## config.mk

```make
export PLATFORM = sky130hd
export DESIGN_NAME = decode_issue_ctrl
export DESIGN_NICKNAME = d
export VERILOG_FILES = /design/src/rtl/rv64g_pkg.sv /design/src/rtl/instruction_decoder.sv /design/src/rtl/decode_issue_ctrl.sv
export SDC_FILE = /design/constraint.sdc
export NUM_CORES = 1
export LEC_CHECK = 0
export CAP_MARGIN = 30
export CORE_UTILIZATION = 47
export DETAILED_ROUTE_END_ITERATION = 10
export PLACE_DENSITY = 0.83
export SYNTH_ARGS = -nofsm -noshare
export SYNTH_HDL_FRONTEND = slang
export SYNTH_SLANG_ARGS = --single-unit
export TNS_END_PERCENT = 100
```

## constraint.sdc

```tcl
create_clock -name clk_i -period 6.2 [get_ports clk_i]
set_clock_uncertainty 0.2 [all_clocks]
set_input_delay 1.55 -clock clk_i [delete_from_list [all_inputs] [get_ports clk_i]]
set_output_delay 1.55 -clock clk_i [all_outputs]
set_load 0.005 [all_outputs]
```

## src/rtl/rv64g_pkg.sv

```systemverilog
// Shared RV64G front-end types: decoded instruction, fetch FIFO entry and
// the issue sequencer state.
package rv64g_pkg;

  localparam int unsigned XLEN = 64;

  localparam logic [6:0] OPC_LUI    = 7'b0110111;
  localparam logic [6:0] OPC_AUIPC  = 7'b0010111;
  localparam logic [6:0] OPC_JAL    = 7'b1101111;
  localparam logic [6:0] OPC_JALR   = 7'b1100111;
  localparam logic [6:0] OPC_BRANCH = 7'b1100011;
  localparam logic [6:0] OPC_LOAD   = 7'b0000011;
  localparam logic [6:0] OPC_STORE  = 7'b0100011;
  localparam logic [6:0] OPC_OPIMM  = 7'b0010011;
  localparam logic [6:0] OPC_OP     = 7'b0110011;

  typedef enum logic [4:0] {
    INVALID, LUI, AUIPC, JAL, JALR, BRANCH, LOAD, STORE,
    ADDI, SLTI, SLTIU, XORI, ORI, ANDI, SLLI, SRLI, SRAI,
    ADD, SUB, SLL, SLT, SLTU, XOR, SRL, SRA, OR, AND
  } funct_t;

  typedef struct packed {
    funct_t            funct;
    logic [2:0]        funct3;
    logic [4:0]        rd;
    logic [4:0]        rs1;
    logic [4:0]        rs2;
    logic [XLEN-1:0]   imm;
  } decoded_instr_t;

  typedef struct packed {
    logic [31:0]       code;
    logic [XLEN-1:0]   pc;
  } fetch_entry_t;

  typedef enum logic {RUN, TRAP} issue_state_t;

  function automatic logic [XLEN-1:0] sext12(input logic [11:0] v);
    return {{(XLEN-12){v[11]}}, v};
  endfunction

endpackage

```

## src/rtl/instruction_decoder.sv

```systemverilog
// Combinational RV64I base-integer decoder; anything it does not recognise
// is reported as INVALID with all fields zero.
module instruction_decoder
  import rv64g_pkg::*;
(
  input  logic [31:0]    code,
  output decoded_instr_t cmd
);

  logic [6:0]      opcode_s;
  logic [2:0]      f3_s;
  logic [6:0]      f7_s;
  funct_t          funct_s;
  logic            use_rd_s;
  logic            use_rs1_s;
  logic            use_rs2_s;
  logic [XLEN-1:0] imm_s;

  assign opcode_s = code[6:0];
  assign f3_s     = code[14:12];
  assign f7_s     = code[31:25];

  // Classify the word and select its operand usage and immediate format.
  always_comb begin
    funct_s   = INVALID;
    use_rd_s  = 1'b0;
    use_rs1_s = 1'b0;
    use_rs2_s = 1'b0;
    imm_s     = '0;
    case (opcode_s)
      OPC_LUI, OPC_AUIPC: begin
        funct_s  = (opcode_s == OPC_LUI) ? LUI : AUIPC;
        use_rd_s = 1'b1;
        imm_s    = {{(XLEN-32){code[31]}}, code[31:12], 12'h000};
      end
      OPC_JAL: begin
        funct_s  = JAL;
        use_rd_s = 1'b1;
        imm_s    = {{(XLEN-21){code[31]}}, code[31], code[19:12], code[20],
                    code[30:21], 1'b0};
      end
      OPC_JALR: begin
        funct_s   = (f3_s == 3'b000) ? JALR : INVALID;
        use_rd_s  = 1'b1;
        use_rs1_s = 1'b1;
        imm_s     = sext12(code[31:20]);
      end
      OPC_BRANCH: begin
        funct_s   = ((f3_s == 3'b010) || (f3_s == 3'b011)) ? INVALID : BRANCH;
        use_rs1_s = 1'b1;
        use_rs2_s = 1'b1;
        imm_s     = {{(XLEN-13){code[31]}}, code[31], code[7], code[30:25],
                     code[11:8], 1'b0};
      end
      OPC_LOAD: begin
        funct_s   = (f3_s == 3'b111) ? INVALID : LOAD;
        use_rd_s  = 1'b1;
        use_rs1_s = 1'b1;
        imm_s     = sext12(code[31:20]);
      end
      OPC_STORE: begin
        funct_s   = f3_s[2] ? INVALID : STORE;
        use_rs1_s = 1'b1;
        use_rs2_s = 1'b1;
        imm_s     = sext12({code[31:25], code[11:7]});
      end
      OPC_OPIMM: begin
        use_rd_s  = 1'b1;
        use_rs1_s = 1'b1;
        imm_s     = sext12(code[31:20]);
        case (f3_s)
          3'b000:  funct_s = ADDI;
          3'b010:  funct_s = SLTI;
          3'b011:  funct_s = SLTIU;
          3'b100:  funct_s = XORI;
          3'b110:  funct_s = ORI;
          3'b111:  funct_s = ANDI;
          3'b001:  funct_s = (code[31:26] == 6'b000000) ? SLLI : INVALID;
          3'b101:  funct_s = (code[31:26] == 6'b000000) ? SRLI :
                             (code[31:26] == 6'b010000) ? SRAI : INVALID;
          default: funct_s = INVALID;
        endcase
      end
      OPC_OP: begin
        use_rd_s  = 1'b1;
        use_rs1_s = 1'b1;
        use_rs2_s = 1'b1;
        case ({f7_s, f3_s})
          10'b0000000_000: funct_s = ADD;
          10'b0100000_000: funct_s = SUB;
          10'b0000000_001: funct_s = SLL;
          10'b0000000_010: funct_s = SLT;
          10'b0000000_011: funct_s = SLTU;
          10'b0000000_100: funct_s = XOR;
          10'b0000000_101: funct_s = SRL;
          10'b0100000_101: funct_s = SRA;
          10'b0000000_110: funct_s = OR;
          10'b0000000_111: funct_s = AND;
          default:         funct_s = INVALID;
        endcase
      end
      default: funct_s = INVALID;
    endcase
  end

  // Unused register fields are forced to x0 so they can never cause a stall.
  always_comb begin
    cmd = '0;
    if (funct_s != INVALID) begin
      cmd.funct  = funct_s;
      cmd.funct3 = f3_s;
      cmd.rd     = use_rd_s  ? code[11:7]  : 5'd0;
      cmd.rs1    = use_rs1_s ? code[19:15] : 5'd0;
      cmd.rs2    = use_rs2_s ? code[24:20] : 5'd0;
      cmd.imm    = imm_s;
    end else begin
      cmd.funct  = INVALID;
    end
  end

endmodule

```

## src/rtl/decode_issue_ctrl.sv

```systemverilog
// Fetch-to-execute sequencer: small fetch FIFO, head decode, busy-bit
// scoreboard and a single valid/ready issue register with illegal-word trap.
module decode_issue_ctrl
  import rv64g_pkg::*;
#(
  parameter int unsigned XLEN  = 64,
  parameter int unsigned DEPTH = 2
) (
  input  logic              clk_i,
  input  logic              rst_ni,
  input  logic              flush_i,
  input  logic              fetch_valid_i,
  output logic              fetch_ready_o,
  input  logic [31:0]       fetch_code_i,
  input  logic [XLEN-1:0]   fetch_pc_i,
  output logic              issue_valid_o,
  input  logic              issue_ready_i,
  output decoded_instr_t    issue_cmd_o,
  output logic [XLEN-1:0]   issue_pc_o,
  input  logic              wb_valid_i,
  input  logic [4:0]        wb_rd_i,
  output logic              illegal_o,
  output logic [XLEN-1:0]   illegal_pc_o,
  output logic [31:0]       busy_o
);

  localparam int unsigned PTR_W = $clog2(DEPTH);
  localparam int unsigned CNT_W = $clog2(DEPTH + 1);

  fetch_entry_t     fifo_r [DEPTH];
  logic [PTR_W-1:0] wr_ptr_r;
  logic [PTR_W-1:0] rd_ptr_r;
  logic [CNT_W-1:0] count_r;
  issue_state_t     state_r;
  logic             issue_valid_r;
  decoded_instr_t   issue_cmd_r;
  logic [XLEN-1:0]  issue_pc_r;
  logic             illegal_r;
  logic [XLEN-1:0]  illegal_pc_r;
  logic [31:0]      busy_r;

  fetch_entry_t     head_s;
  decoded_instr_t   head_cmd_s;
  logic             hazard_s;
  logic             active_s;
  logic             load_s;
  logic             illegal_s;
  logic             push_s;
  logic             pop_s;
  logic [31:0]      clr_mask_s;
  logic [31:0]      set_mask_s;
  logic [31:0]      busy_next_s;
  logic [CNT_W-1:0] count_next_s;

  function automatic logic [PTR_W-1:0] ptr_inc(input logic [PTR_W-1:0] p);
    return (p == PTR_W'(DEPTH - 1)) ? '0 : p + PTR_W'(1);
  endfunction

  assign head_s = fifo_r[rd_ptr_r];

  instruction_decoder u_decoder (
    .code (head_s.code),
    .cmd  (head_cmd_s)
  );

  // RAW on either source or WAW on the destination; x0 never conflicts.
  assign hazard_s = ((head_cmd_s.rs1 != 5'd0) && busy_r[head_cmd_s.rs1])
                 || ((head_cmd_s.rs2 != 5'd0) && busy_r[head_cmd_s.rs2])
                 || ((head_cmd_s.rd  != 5'd0) && busy_r[head_cmd_s.rd]);

  assign active_s  = (count_r != '0) && (state_r == RUN);
  assign illegal_s = active_s && (head_cmd_s.funct == INVALID);
  assign load_s    = active_s && (head_cmd_s.funct != INVALID) && !hazard_s
                  && (!issue_valid_r || issue_ready_i);
  assign pop_s     = load_s || illegal_s;

  assign fetch_ready_o = rst_ni && (count_r < CNT_W'(DEPTH)) && (state_r == RUN);
  assign push_s        = fetch_valid_i && fetch_ready_o;

  // Release is applied before claim so a same-cycle set of one bit wins.
  assign clr_mask_s  = {31'd0, wb_valid_i} << wb_rd_i;
  assign set_mask_s  = {31'd0, load_s} << head_cmd_s.rd;
  assign busy_next_s = ((busy_r & ~clr_mask_s) | set_mask_s) & ~32'd1;

  // FIFO occupancy after this cycle's push and pop.
  always_comb begin
    case ({push_s, pop_s})
      2'b10:   count_next_s = count_r + CNT_W'(1);
      2'b01:   count_next_s = count_r - CNT_W'(1);
      default: count_next_s = count_r;
    endcase
  end

  // Control state, issue register, scoreboard and illegal reporting.
  always_ff @(posedge clk_i) begin
    if (!rst_ni) begin
      wr_ptr_r      <= '0;
      rd_ptr_r      <= '0;
      count_r       <= '0;
      state_r       <= RUN;
      issue_valid_r <= 1'b0;
      issue_cmd_r   <= '0;
      issue_pc_r    <= '0;
      illegal_r     <= 1'b0;
      illegal_pc_r  <= '0;
      busy_r        <= '0;
    end else if (flush_i) begin
      wr_ptr_r      <= '0;
      rd_ptr_r      <= '0;
      count_r       <= '0;
      state_r       <= RUN;
      issue_valid_r <= 1'b0;
      illegal_r     <= 1'b0;
      busy_r        <= '0;
    end else begin
      if (push_s) begin
        wr_ptr_r <= ptr_inc(wr_ptr_r);
      end
      if (pop_s) begin
        rd_ptr_r <= ptr_inc(rd_ptr_r);
      end
      count_r   <= count_next_s;
      busy_r    <= busy_next_s;
      illegal_r <= illegal_s;
      if (illegal_s) begin
        illegal_pc_r <= head_s.pc;
      end
      if (load_s) begin
        issue_valid_r <= 1'b1;
        issue_cmd_r   <= head_cmd_s;
        issue_pc_r    <= head_s.pc;
      end else if (issue_ready_i) begin
        issue_valid_r <= 1'b0;
      end
      case (state_r)
        RUN:     state_r <= illegal_s ? TRAP : RUN;
        TRAP:    state_r <= TRAP;
        default: state_r <= RUN;
      endcase
    end
  end

  // Entry storage is qualified by the pointers, so it carries no reset.
  always_ff @(posedge clk_i) begin
    if (push_s) begin
      fifo_r[wr_ptr_r] <= fetch_entry_t'{code: fetch_code_i, pc: fetch_pc_i};
    end
  end

  assign issue_valid_o = issue_valid_r;
  assign issue_cmd_o   = issue_cmd_r;
  assign issue_pc_o    = issue_pc_r;
  assign illegal_o     = illegal_r;
  assign illegal_pc_o  = illegal_pc_r;
  assign busy_o        = busy_r;

endmodule
```

==> metrics.csv, run 1 <==
metric;value;unit
max-cap violation count;0;
Final Hold Fails;0;
critical-path cell list;buf_4, nor4b_2, or2_2, nand2_1, o32ai_1, a211oi_1, buf_4, a21o_1, a2111oi_0, a21oi_1, nand4b_1, buf_12, buf_12, mux2i_1;
vias in the first global route;13200;
CP bufs+invs;4;
most frequent cell after synthesis;nand2_1;
clk slew on worst S/H paths;0.07;ns
syn nets;1645;
Synth area leader;edfxtp_1;
Gate Count Post-Synth;1537;
Synth area leaders;edfxtp_1 (32%), dfxtp_1 (25%), mux2i_1 (11%);
CTS max path bufs;3;
Avg Cell Area, Syn;11.7;um2
peak supply drop;0.272;mV
Post-synth EDFFs;192;
post-CTS setup buffers;0;
Top delay family on crit path;compound AO/OA/AOI/OAI gates;
1st-iter DRT viols;802;
clk root buf;clkbuf_16;
count of input and output buffers;355;
CTS Buf Count;43;
GP Congestion;0.931;
slowest CP cell;dfxtp_4;
crit path kind;reg2reg;
Least-Margin Pin Slew;1.02;ns
Chip Height;198;um
first-pass GRT wire length;76300;um
Area after DPL;0.0218;mm2
area grow syn2layout;29.2;%
Synth Register Bits;414;
row count;71;
sequential share of the synthesized area;56.6;%
leakage power;0.00841;uW
# fillers;2944;
WP data required;6.49;ns
Net count, final;1944;
Syn Std Cell Area;0.0180;mm2
final instance area;0.0233;mm2
Startpoint Class;flip-flop;
Max stage delay on crit path;0.67;ns
slew margin rel.;30.0;%
top cell type's share of synthesized area;32.0;%
Worst-Skew Late Latency;0.60;ns
Yosys cell types;74;
main flop type after synthesis;dfxtp_1;
Via density;5.53;
Worst Path Arrival;5.52;ns
H-tree Lvls;2;
Pre-Repair DR Iteration Count;5;
share of layout cells above drive strength 1;10.6;%
PD cells;261;mW/mm2
Pins Over Slew Limit;0;
I/O pins;357;
commonest cells in the synthesized netlist;nand2_1 (264), dfxtp_1 (222), mux2i_1 (205);
largest net degree at the start of global routing;98;
post-CTS sizing;0;
core box area;0.0378;mm2
post-DP HPWL;34800;um
Setup crit end kind;flip-flop;
final antenna-violating net count;0;
YS warnings;0;
status;finished, final reports clean;
grt ovf;0;
fin util;61.7;%
class of the worst hold path;reg2reg;
initial antenna violation count;2;
initial core utilization;47.8;%
crit path max fanout;68;
via count;13200;
Sink Count;414;
DIE AREA;0.0392;mm2
RSZ-0062 raised after global routing;false;
Peak Freq;191;MHz
Setup TNS Final;0;ns
final setup vio count;0;
crit path time final;5.23;ns
CTS tree;yes;
FFs w/ async S/R, synth;0;%
hold buffers post-CTS;0;
routed len/inst;21.1;um
DRC viols;0;
Die W;198;um
drt total wl;50200;um
Final Cycle Share;84.3;%
Total GRT Usage;25.4;%
-- final timing paths --
check,from,slack (ns),depth (start not counted),to
setup / recovery,flip-flop,0.97,14,issue_pc_o[55]
hold / removal,issue_pc_o[53],0.26,2,issue_pc_o[53]
setup reg to reg,flip-flop,0.97,14,issue_pc_o[55]
hold reg to reg,issue_pc_o[53],0.26,2,issue_pc_o[53]
-- area by class of cell --
type	count	area [um2]	area share, %
Clock inverter	17	219	0.940
Inverter	8	30.0	0.129
Tap cell	511	639	2.74
Timing Repair Buffer	377	3810	16.4
Sequential cell	414	10200	43.8
Multi-Input combinational cell	992	7110	30.5
Antenna cell	2	5.00	0.0215
Clock buffer	63	1260	5.42
-- worst register-to-register path, cell delays in order (launching register included) --
cell	delay, ns
dfxtp_4	0.67
buf_4	0.47
nor4b_2	0.36
or2_2	0.19
nand2_1	0.08
o32ai_1	0.36
a211oi_1	0.10
buf_4	0.18
a21o_1	0.18
a2111oi_0	0.59
a21oi_1	0.35
nand4b_1	0.26
buf_12	0.44
buf_12	0.41
mux2i_1	0.28
-- layer usage --
layer	routed length, um	global-route usage (%)
met4	2080	11.8
met5	0	0
met2	23800	41.1
met1	20400	31.9
met3	3970	6.39
-- per-stage QoR --
stage                     hold WS (ns)  setup slack [ns]  instances  total power (uW)
after global routing             0.278             0.619       2384              6270
after detailed placement         0.254              1.19       2301              3470
after global placement           0.245              1.29       2300              3460
after CTS                        0.263              1.08       2381              6130
final                            0.260             0.972       2384              6090
after floorplan                  0.250              1.03       1537              3270
-- where the power goes --
part           internal [uW]  leakage (uW)  switching (uW)
combinational            212       0.00413             250
sequential              2920       0.00355            30.0
clock                   1560      0.000730            1110
-- cell usage in the layout, fill, tap and decap left out, types with 8 or more instances in the layout --
cell,synthesis,routed
nand2_1,264,264
clkbuf_1,56,11
nand3b_1,12,12
mux2i_1,205,205
o22ai_1,8,8
nand3_1,37,37
nand2b_1,12,12
nor3_1,12,12
o31ai_1,16,16
and2_1,9,9
mux2_2,79,79
inv_1,8,8
a21oi_1,18,18
buf_4,37,16
dfxtp_1,222,221
clkdlybuf4s50_1,0,354
clkbuf_8,0,8
clkbuf_16,0,45
nor2_1,25,23
mux4_2,17,17
edfxtp_1,192,192
o21ai_0,51,51
nor2b_1,79,78
o211ai_1,34,34
-- cell families (layout without fill, tap and decap cells) --
logic type | count (synthesis) | count (layout) | synth area share, %
simple gates | 492 | 492 | 13.1
flops | 414 | 414 | 56.6
mux | 306 | 306 | 18.7
compound gates | 184 | 184 | 7.01
buf+inv | 131 | 465 | 4.06
xor+xnor | 8 | 8 | 0.388
fa+ha+maj | 1 | 1 | 0.0694
other cells | 1 | 3 | 0.0208
-- state kept, by name (all words and copies together) (netlist names), named ones only --
name / flops
issue_cmd_o: 55
issue_valid_o: 1
count_r: 2
wr_ptr_r: 1
fifo_r: 192
rd_ptr_r: 1
illegal_pc_o: 64
issue_pc_o: 64
illegal_o: 1
busy_o: 31
state_r: 1
Power figures use the tool's default switching activity.
==> run 2, diff against run 1 <==
clock period = 4.6 ns   (was 6.2 ns; I/O delays follow)
==> run 2 against run 1 <==
Cell area increased by 1.2%. Sequential cell count unchanged. Clock power increased by 36%. Largest cell class unchanged.
==> metrics.csv, run 2 (synthesis gave the netlist of run 1 again) <==
metric;value;unit;change
status;finished, final reports clean;;unchanged
Pre-Repair DR Iteration Count;5;;unchanged
GP Congestion;0.943;;was 0.931
crit path kind;reg2reg;;unchanged
count of input and output buffers;355;;unchanged
leakage power;0.00855;uW;was 0.00841 uW
clk root buf;clkbuf_16;;unchanged
hold buffers post-CTS;0;;unchanged
crit path max fanout;15;;was 68
post-DP HPWL;34100;um;was 34800 um
initial antenna violation count;1;;was 2
fin cells;2410;;was 2384
max-cap violation count;0;;unchanged
Setup TNS Final;0;ns;unchanged
routed wl met2;23200;um;was 23800 um
Setup crit end kind;flip-flop;;unchanged
met3 WL;4090;um;was 3970 um
drt total wl;49100;um;was 50200 um
Least-Margin Pin Slew;0.986;ns;was 1.02 ns
Worst-Skew Late Latency;0.59;ns;was 0.60 ns
Peak Freq;223;MHz;was 191 MHz
Area after DPL;0.0220;mm2;was 0.0218 mm2
met1 wire length;20100;um;was 20400 um
Worst Path Arrival;4.77;ns;was 5.52 ns
placed cell count;2326;;was 2301
largest net degree at the start of global routing;107;;was 98
class of the worst hold path;reg2reg;;unchanged
final instance area;0.0236;mm2;was 0.0233 mm2
crit path time final;4.48;ns;was 5.23 ns
first-pass GRT wire length;74900;um;was 76300 um
H-tree Lvls;2;;unchanged
grt ovf;0;;unchanged
Chip Height;198;um;unchanged
DR top layer;met4;;unchanged
area grow syn2layout;30.7;%;was 29.2%
DRC viols;0;;unchanged
max FFs per register;192;;unchanged
slew margin rel.;34.2;%;was 30.0%
largest register by flop count;fifo_r;;unchanged
initial core utilization;47.8;%;unchanged
share of layout cells above drive strength 1;12.1;%;was 10.6%
Sink Count;414;;unchanged
Die W;198;um;unchanged
final setup vio count;0;;unchanged
peak supply drop;0.371;mV;was 0.272 mV
row count;71;;unchanged
CTS max path bufs;3;;unchanged
core box area;0.0378;mm2;unchanged
via count;13300;;was 13200
worst hold stages;2;;unchanged
Net count, final;1972;;was 1944
Final Hold Fails;0;;unchanged
Startpoint Class;flip-flop;;unchanged
PD cells;350;mW/mm2;was 261 mW/mm2
R2R depth;14;;unchanged
DIE AREA;0.0392;mm2;unchanged
final antenna-violating net count;0;;unchanged
clk slew on worst S/H paths;0.06;ns;was 0.07 ns
Total GRT Usage;24.8;%;was 25.4%
Final Cycle Share;97.4;%;was 84.3%
1st-iter DRT viols;1040;;was 802
Pins Over Slew Limit;0;;unchanged
vias in the first global route;13500;;was 13200
CTS tree;yes;;unchanged
commonest non-fill, non-tap cell in the layout;clkdlybuf4s50_1;;unchanged
routed len/inst;20.4;um;was 21.1 um
Via density;5.53;;about the same
WP data required;4.89;ns;was 6.49 ns
CTS Buf Count;43;;unchanged
RSZ-0062 raised after global routing;false;;unchanged
I/O pins;357;;unchanged
most frequent cells in the layout;clkdlybuf4s50_1 (354), nand2_1 (264), dfxtp_1 (221);;unchanged
## run 2: changes by cell type in the layout (fill, tap and decap cells not counted), sizes merged
cell and change:
buf +28, diode -1, inv -2, clkinv -2, clkbuf +2, bufinv +1
## run 2: power by group
part           leakage [uW]  switching (uW)  internal, uW
registers           0.00355            37.7          3940
logic               0.00427             342           295
clock network      0.000727            1450          2170
## run 2: layout make-up
type	count	area (um2)
multi-input combinational	992	7150
tap	511	639
sequential	414	10200
timing repair buffer	405	4030
antenna	1	2.50
inverter	8	30.0
fill	2913	14200
clock buffer	65	1280
clock inverter	14	215
## run 2: through the flow
stage / util, % / hold slack (ns) / setup slack [ns] / power, uW
after floorplan: - / 0.250 / 0.143 / 4400
after global placement: 58.2 / 0.245 / 0.219 / 4670
after detailed placement: 58.2 / 0.250 / 0.134 / 4680
after CTS: 62.2 / 0.263 / 0.117 / 8300
after global routing: 62.4 / 0.282 / 0.00656 / 8500
final: 62.4 / 0.258 / 0.121 / 8240
## run 2: repair_timing
| item | CTS | global route |
|---|---|---|
| setup buffers | 0 | 3 |
| endpoints found under the setup margin | 0 | 81 |
| gates resized for setup | 0 | 7 |
## run 2: per-layer routing
metal / vias up / track usage (%)
met5: - / 0
met4: 0 / 11.1
met3: 112 / 6.34
met2: 601 / 40.6
met1: 6417 / 30.9
li1: 6195 / -
## run 2: worst max-delay path, cell delays in order (launching register included)
cell and delay, ns:
dfxtp_4 0.41, buf_6 0.18, or4b_1 0.55, o31ai_1 0.21, nand2_1 0.24, nor3_1 0.28
a211oi_2 0.14, a311oi_2 0.35, mux2_2 0.40, a221oi_4 0.37, nand3_1 0.16, nand2_1 0.11
ha_1 0.26, or3_1 0.35, a21oi_1 0.16
## run 2: worst paths after layout
kind | from | slack [ns] | end
max | flip-flop | 0.12 | count_r[1]
min | issue_pc_o[0] | 0.26 | issue_pc_o[0]
max reg2reg | flip-flop | 0.12 | count_r[1]
min reg2reg | issue_pc_o[0] | 0.26 | issue_pc_o[0]
